$ cat src/rtl/fp_mc_pkg.sv
// fp_mc_pkg: shared definitions for the FPU multi-cycle sequencer.
//   - op encodings (sqrt / div)
//   - sequencer state encoding
//   - RISC-V fflags bit positions within {NV,DZ,OF,UF,NX}
//   - canonical quiet NaN constants for 32- and 64-bit operands
package fp_mc_pkg;

    localparam logic OP_SQRT = 1'b0;
    localparam logic OP_DIV  = 1'b1;

    typedef enum logic [2:0] {
        IDLE  = 3'd0,
        ISSUE = 3'd1,
        WAIT  = 3'd2,
        RESP  = 3'd3,
        DRAIN = 3'd4
    } fp_mc_state_e;

    localparam int FF_NV = 4;
    localparam int FF_DZ = 3;
    localparam int FF_OF = 2;
    localparam int FF_UF = 1;
    localparam int FF_NX = 0;

    localparam logic [31:0] CANON_NAN_32 = 32'h7FC0_0000;
    localparam logic [63:0] CANON_NAN_64 = 64'h7FF8_0000_0000_0000;

    // Canonical NaN for the given operand width, right-aligned in 64 bits.
    function automatic logic [63:0] canon_nan(input int flen);
        if (flen == 64) begin
            return CANON_NAN_64;
        end
        return {32'h0, CANON_NAN_32};
    endfunction

endpackage

$ cat src/rtl/fp_mc_sequencer_watchdog.sv
// fp_mc_watchdog: cycle counter with limit compare for the sequencer's
// WAIT/DRAIN states. Only instantiated when FP_MC_TIMEOUT_EN is defined.
// Ports:
//   clk, reset   - clock, asynchronous active-high reset
//   clear        - zero the counter (asserted whenever not counting, and on
//                  the WAIT->DRAIN transition so DRAIN starts a fresh budget)
//   tick         - count this cycle (sequencer is in WAIT or DRAIN)
//   expired      - LIMIT cycles have elapsed in the current counting window
module fp_mc_watchdog #(
    parameter int LIMIT = 64
) (
    input  logic clk,
    input  logic reset,
    input  logic clear,
    input  logic tick,
    output logic expired
);
    localparam int CW = $clog2(LIMIT + 1);

    logic [CW-1:0] cnt_q, cnt_d;

    // The LIMIT-th counting cycle is the one that fires, so an op that never
    // completes leaves WAIT after exactly LIMIT cycles there.
    assign expired = tick && !clear && (cnt_q == CW'(LIMIT - 1));

    always_comb begin
        cnt_d = cnt_q;
        if (clear) begin
            cnt_d = '0;
        end else if (tick && !expired) begin
            cnt_d = cnt_q + 1'b1;
        end
    end

    always_ff @(posedge clk or posedge reset) begin
        if (reset) begin
            cnt_q <= '0;
        end else begin
            cnt_q <= cnt_d;
        end
    end

endmodule

$ cat src/rtl/fp_mc_sequencer.sv
// fp_mc_sequencer: initiator side of the FPU multi-cycle start/done handshake.
// Accepts one FSQRT/FDIV request, pulses start to the selected unit, holds
// operands/rm on the shared unit bus until that unit's done, and returns the
// result + fflags on a valid/ready response port. One op in flight at a time.
//
// Handshakes: a transfer happens on a rising clk edge where valid and ready
// are both high. rsp_valid, once high, stays high with stable payload until
// the transfer (or a flush, which has priority and drops the response).
//
// Ports:
//   clk, reset                   - clock, asynchronous active-high reset
//   flush                        - kill pending/in-flight op
//   req_*                        - request port (op, rm, a, b, tag)
//   sqrt_start, div_start        - one-cycle start pulses
//   unit_rm, unit_a, unit_b      - latched operands, shared by both units
//   sqrt_done/result/nv/nx       - sqrt unit completion
//   div_done/result/flags        - div unit completion
//   rsp_*                        - response port (result, tag, fflags)
//   busy                         - sequencer not idle (for hazard/stall logic)
//   state_dbg                    - current FSM state
// Optional build macro: FP_MC_TIMEOUT_EN adds a WAIT/DRAIN watchdog that
// answers with canonical NaN / NV after TIMEOUT_CYCLES.
module fp_mc_sequencer
    import fp_mc_pkg::*;
#(
    parameter int FLEN           = 32,
    parameter int TAG_W          = 5,
    parameter int TIMEOUT_CYCLES = 64
) (
    input  logic             clk,
    input  logic             reset,
    input  logic             flush,
    input  logic             req_valid,
    output logic             req_ready,
    input  logic             req_op,
    input  logic [2:0]       req_rm,
    input  logic [FLEN-1:0]  req_a,
    input  logic [FLEN-1:0]  req_b,
    input  logic [TAG_W-1:0] req_tag,
    output logic             sqrt_start,
    output logic             div_start,
    output logic [2:0]       unit_rm,
    output logic [FLEN-1:0]  unit_a,
    output logic [FLEN-1:0]  unit_b,
    input  logic             sqrt_done,
    input  logic [FLEN-1:0]  sqrt_result,
    input  logic             sqrt_nv,
    input  logic             sqrt_nx,
    input  logic             div_done,
    input  logic [FLEN-1:0]  div_result,
    input  logic [4:0]       div_flags,
    output logic             rsp_valid,
    input  logic             rsp_ready,
    output logic [FLEN-1:0]  rsp_result,
    output logic [TAG_W-1:0] rsp_tag,
    output logic [4:0]       rsp_fflags,
    output logic             busy,
    output fp_mc_state_e     state_dbg
);
    fp_mc_state_e     state_q, state_d;
    logic             op_q, op_d;
    logic [2:0]       rm_q, rm_d;
    logic [FLEN-1:0]  a_q, a_d;
    logic [FLEN-1:0]  b_q, b_d;
    logic [TAG_W-1:0] tag_q, tag_d;
    logic [FLEN-1:0]  res_q, res_d;
    logic [TAG_W-1:0] rtag_q, rtag_d;
    logic [4:0]       ff_q, ff_d;

    logic             done_sel;
    logic [4:0]       sqrt_ff;

    // Only the unit that was started may complete the op.
    assign done_sel = (op_q == OP_DIV) ? div_done : sqrt_done;

    always_comb begin
        sqrt_ff        = '0;
        sqrt_ff[FF_NV] = sqrt_nv;
        sqrt_ff[FF_NX] = sqrt_nx;
    end

`ifdef FP_MC_TIMEOUT_EN
    localparam logic [63:0] CANON_NAN_FULL = canon_nan(FLEN);

    logic wd_clear, wd_tick, wd_expired;

    assign wd_tick  = (state_q == WAIT) || (state_q == DRAIN);
    assign wd_clear = !wd_tick || ((state_q == WAIT) && flush);

    fp_mc_watchdog #(.LIMIT(TIMEOUT_CYCLES)) u_watchdog (
        .clk     (clk),
        .reset   (reset),
        .clear   (wd_clear),
        .tick    (wd_tick),
        .expired (wd_expired)
    );
`endif

    always_comb begin
        state_d    = state_q;
        op_d       = op_q;
        rm_d       = rm_q;
        a_d        = a_q;
        b_d        = b_q;
        tag_d      = tag_q;
        res_d      = res_q;
        rtag_d     = rtag_q;
        ff_d       = ff_q;
        sqrt_start = 1'b0;
        div_start  = 1'b0;
        case (state_q)
            IDLE: begin
                if (req_valid && !flush) begin
                    op_d    = req_op;
                    rm_d    = req_rm;
                    a_d     = req_a;
                    b_d     = req_b;
                    tag_d   = req_tag;
                    state_d = ISSUE;
                end
            end
            ISSUE: begin
                // Start is combinational so a same-cycle flush can suppress it.
                if (flush) begin
                    state_d = IDLE;
                end else begin
                    sqrt_start = (op_q == OP_SQRT);
                    div_start  = (op_q == OP_DIV);
                    state_d    = WAIT;
                end
            end
            WAIT: begin
                if (flush) begin
                    // A unit that completes in the flush cycle has nothing
                    // left to drain.
                    state_d = done_sel ? IDLE : DRAIN;
                end else if (done_sel) begin
                    res_d   = (op_q == OP_DIV) ? div_result : sqrt_result;
                    ff_d    = (op_q == OP_DIV) ? div_flags : sqrt_ff;
                    rtag_d  = tag_q;
                    state_d = RESP;
                end
`ifdef FP_MC_TIMEOUT_EN
                else if (wd_expired) begin
                    res_d        = CANON_NAN_FULL[FLEN-1:0];
                    ff_d         = '0;
                    ff_d[FF_NV]  = 1'b1;
                    rtag_d       = tag_q;
                    state_d      = RESP;
                end
`endif
            end
            DRAIN: begin
                if (done_sel) begin
                    state_d = IDLE;
                end
`ifdef FP_MC_TIMEOUT_EN
                else if (wd_expired) begin
                    state_d = IDLE;
                end
`endif
            end
            RESP: begin
                if (flush || rsp_ready) begin
                    state_d = IDLE;
                end
            end
            default: state_d = IDLE;
        endcase
    end

    always_ff @(posedge clk or posedge reset) begin
        if (reset) begin
            state_q <= IDLE;
            op_q    <= OP_SQRT;
            rm_q    <= '0;
            a_q     <= '0;
            b_q     <= '0;
            tag_q   <= '0;
            res_q   <= '0;
            rtag_q  <= '0;
            ff_q    <= '0;
        end else begin
            state_q <= state_d;
            op_q    <= op_d;
            rm_q    <= rm_d;
            a_q     <= a_d;
            b_q     <= b_d;
            tag_q   <= tag_d;
            res_q   <= res_d;
            rtag_q  <= rtag_d;
            ff_q    <= ff_d;
        end
    end

    assign req_ready  = (state_q == IDLE) && !flush;
    assign unit_rm    = rm_q;
    assign unit_a     = a_q;
    assign unit_b     = b_q;
    assign rsp_valid  = (state_q == RESP);
    assign rsp_result = res_q;
    assign rsp_tag    = rtag_q;
    assign rsp_fflags = ff_q;
    assign busy       = (state_q != IDLE);
    assign state_dbg  = state_q;

endmodule

$ cat config.mk
export PLATFORM = sky130hd
export DESIGN_NAME = fp_mc_sequencer
export DESIGN_NICKNAME = d
export VERILOG_FILES = /design/src/rtl/fp_mc_pkg.sv /design/src/rtl/fp_mc_sequencer_watchdog.sv /design/src/rtl/fp_mc_sequencer.sv
export SDC_FILE = /design/constraint.sdc
export NUM_CORES = 1
export LEC_CHECK = 0
export CAP_MARGIN = 20
export CORE_MARGIN = 2
export CORE_UTILIZATION = 40
export CTS_BUF_LIST = sky130_fd_sc_hd__clkbuf_16
export CTS_CLUSTER_DIAMETER = 60
export DETAILED_ROUTE_END_ITERATION = 12
export PLACE_DENSITY = 0.88
export SYNTH_ARGS = -nofsm -noshare
export SYNTH_HDL_FRONTEND = slang
export SYNTH_SLANG_ARGS = --single-unit
$ cat constraint.sdc
create_clock -name clk -period 4.3 [get_ports clk]
set_clock_uncertainty 0.1 [all_clocks]
set_input_delay 0.645 -clock clk [delete_from_list [all_inputs] [get_ports clk]]
set_output_delay 0.645 -clock clk [all_outputs]
set_load 0.01 [all_outputs]
==> reports/qor.yml <==
run_status:
  run_status: "completed"
timing:
  finalSetupTns_ns: 0
  timing.final.max_slew_violations: 0
  max_slew_margin_pct: 33.6
  grt_setup_unrepaired: "no"
  layout_min_cycle_time_ns: 3.15
  fmax_mhz: 317
  actual_transition_at_the_worst_max_transition_pin_ns: 0.995
  min_period_over_period_pct: 73.3
  finalWorstSetupSlack_ns: 1.15
  finalHoldViolations: 0
  finalSetupViolCount: 0
placed_design:
  buffer_ports.inserted: 267
  worst_slack_after_detailed_placement_ns: 1.10
  placedCellCount: 739
  hpwl_um: 9540
  routability_cong: 0.801
yosys:
  synth.distinct_cells: 22
  synth.yosys.seq_area_share_pct: 55.2
  synth.ff_latch_count: 118
  syn_nets: 462
  largest_cells_by_area_after_synthesis: "sky130_fd_sc_hd__dfrtp_1, sky130_fd_sc_hd__mux2_4, sky130_fd_sc_hd__mux2_2"
  yosys_warnings: 0
  mappedNetlistArea_um2: 5350
  synth_area_per_cell_um2: 17.2
  synth_top_cell_area_share_pct: 55.2
  postSynthCellCount: 311
  synth_top_area_cell: "sky130_fd_sc_hd__dfrtp_1"
finish:
  register_area_um2: 2950
  multi_input_comb_area_um2: 2230
  antenna_cells: 0
  area.growth.synth_to_final_pct: 63.3
  layout.nets: 733
  drive_above_1_share_pct: 30.5
  n_fill_cell: 909
  fin_cells: 770
power:
  power_switching_mw: 1.42
  share_clk_of_total_power_pct: 26.2
  p_leak_nw: 4.00
  int_pwr_mw: 3.96
  pwr-share-seq_pct: 33.9
  switch_share_pct: 26.5
  vdd_ir_drop_max_mv: 0.330
  cellPowerDensity_nw_per_um2: 617
  comb_power_share_pct: 39.9
grt:
  global_route.overflow_total: 0
  grt_max_degree: 66
  grt.total_usage_pct: 18.7
  vias_in_the_first_global_route: 3930
  antenna_found_initial: 0
  first_pass_grt_wire_length_um: 20600
detailed_routing:
  drcViolationCount: 0
  detail_route.wl_per_cell_um: 16.8
  finalWirelength_um: 13000
  postRouteAntennaNets: 0
  routed_vias_inst: 4.65
  initialDrtViolationCount: 140
  routed-via-count: 3579
  detail_route.first_pass.iterations: 3
critical_path:
  critical_path.endpoint_type: "output port"
  cp_data_arrival_time_ns: 2.41
  worst_setup_start_kind: "input pin"
  worstPathRequired_ns: 3.56
  worstSetupPathType: "in -> out"
  timing.critical_path.fanout_max: 5
clock_tree:
  postCtsResizedCells: 0
  postCtsSetupRepairBufs: 0
  htree_levels: 4
  clock_latency_ns: 0.40
  cts_made_buffers: 17
  ctsLongestPathBuffers: 2
  clock_tree.root_cell: "sky130_fd_sc_hd__clkbuf_16"
  path_clk_slew_ns: 0.05
  holdBufCountCts: 0
  tritoncts: "yes"
  cts.sinks: 118
die:
  fp.dieArea_um2: 14300
  core_um2: 13100
  die_h_um: 120
  pin_count: 268
  horizontal_extent_of_the_die_um: 120
  initial_utilization_pct: 40.7
  rows: 42
job:
  cap_viol_max_count: 0
worst_hold_path:
  min_path_type: "reg -> reg"
==> through the flow <==
| step | util (%) | instance area [um^2] | hold slack, ns | power (mW) |
|---|---|---|---|---|
| 2_1_floorplan | - | 5350 | 0.382 | 2.83 |
| 3_3_place_gp | 61.9 | 8140 | 0.388 | 3.93 |
| 3_5_place_dp | 61.9 | 8140 | 0.393 | 3.99 |
| 4_1_cts | 66.4 | 8730 | 0.406 | 5.44 |
| 5_1_grt | 66.4 | 8730 | 0.413 | 5.64 |
| 6_report | 66.4 | 8730 | 0.400 | 5.38 |
==> layer usage <==
metal,vias up,share of wire [%],GRT usage (%)
met1,1705,39,21.3
met4,0,2.6,8.97
met3,30,9.7,7.56
met5,-,0,0
met2,196,48,30.7
li1,1648,-,-
==> registers in the layout, summed over array words and instances, names as in the netlist <==
| register | cells |
|---|---|
| rsp_result | 32 |
| unit_a | 32 |
| unit_b | 32 |
| rsp_fflags | 5 |
| rsp_tag | 5 |
| tag_q | 5 |
| state_dbg | 3 |
| unit_rm | 3 |
| op_q | 1 |
==> cells in the final DEF (no fill, tap or decap), types with 2 or more instances in the layout <==
| master | instances |
|---|---|
| sky130_fd_sc_hd__buf_12 | 2 |
| sky130_fd_sc_hd__nor2_1 | 3 |
| sky130_fd_sc_hd__clkbuf_16 | 17 |
| sky130_fd_sc_hd__clkinv_1 | 4 |
| sky130_fd_sc_hd__dfrtp_1 | 118 |
| sky130_fd_sc_hd__clkinv_2 | 4 |
| sky130_fd_sc_hd__mux2_2 | 48 |
| sky130_fd_sc_hd__nand2_1 | 5 |
| sky130_fd_sc_hd__clkdlybuf4s50_1 | 267 |
| sky130_fd_sc_hd__mux2i_1 | 3 |
| sky130_fd_sc_hd__inv_1 | 4 |
| sky130_fd_sc_hd__mux2_4 | 100 |
| sky130_fd_sc_hd__bufinv_16 | 4 |
==> critical path, cell delays in order <==
cell	delay [ns]
sky130_fd_sc_hd__clkdlybuf4s50_1	0.49
sky130_fd_sc_hd__nor2_1	0.36
sky130_fd_sc_hd__nor4bb_1	0.33
sky130_fd_sc_hd__clkdlybuf4s50_1	0.58
==> cell type report <==
class	count	share of cell area [%]
Multi-Input combinational cell	171	25.5
Clock inverter	14	1.91
Clock buffer	17	4.87
Timing Repair Buffer	270	31.2
Inverter	4	0.201
Tap cell	176	2.52
Sequential cell	118	33.8
==> power by group through the flow <==
stage	combinational, mW	sequential [mW]	clock (mW)
2_1_floorplan	0.847	1.98	0
6_report	2.15	1.82	1.41
4_1_cts	2.17	1.83	1.45
5_1_grt	2.26	1.88	1.50
3_3_place_gp	2.11	1.82	0
3_5_place_dp	2.16	1.83	0
==> synth_stat cells <==
cell	count
sky130_fd_sc_hd__nor4_4	1
sky130_fd_sc_hd__and4b_1	1
sky130_fd_sc_hd__nor2_1	3
sky130_fd_sc_hd__mux2i_1	3
sky130_fd_sc_hd__and3b_1	1
sky130_fd_sc_hd__buf_2	1
sky130_fd_sc_hd__a31oi_1	1
sky130_fd_sc_hd__nor3b_1	1
sky130_fd_sc_hd__clkbuf_1	6
sky130_fd_sc_hd__o21ai_0	1
sky130_fd_sc_hd__nand4b_4	1
sky130_fd_sc_hd__inv_1	4
sky130_fd_sc_hd__nand2_1	5
sky130_fd_sc_hd__buf_6	11
sky130_fd_sc_hd__mux2_2	48
sky130_fd_sc_hd__nand2_4	1
sky130_fd_sc_hd__o31a_1	1
sky130_fd_sc_hd__dfrtp_1	118
sky130_fd_sc_hd__or3_1	1
sky130_fd_sc_hd__mux2_4	100
sky130_fd_sc_hd__nor3_1	1
sky130_fd_sc_hd__nor4bb_1	1
==> worst paths after layout <==
| check | from | endpoint | slack (ns) | cells after the start |
|---|---|---|---|---|
| hold / removal | rsp_result[5] | rsp_result[5] | 0.40 | 1 |
| hold reg to reg | rsp_result[5] | rsp_result[5] | 0.40 | 1 |
| min in group asynchronous | reset | unit_a[16] | 0.60 | 2 |
| setup reg to reg | op_q | rsp_fflags[4] | 1.80 | 3 |
| max in group asynchronous | reset | unit_a[1] | 2.70 | 3 |
| setup / recovery | flush | sqrt_start | 1.15 | 4 |
==> logic make-up (layout without fill, tap and decap cells) <==
family	Yosys count	count (layout)	share of synthesized area [%]
multiplexers	151	151	38.8
buffers and inverters	22	305	3.11
AO/OA/AOI/OAI	3	3	0.375
AND/OR/NAND/NOR	17	17	2.50
flip-flops	118	118	55.2
Note: power is estimated with default switching activity, not from simulation.
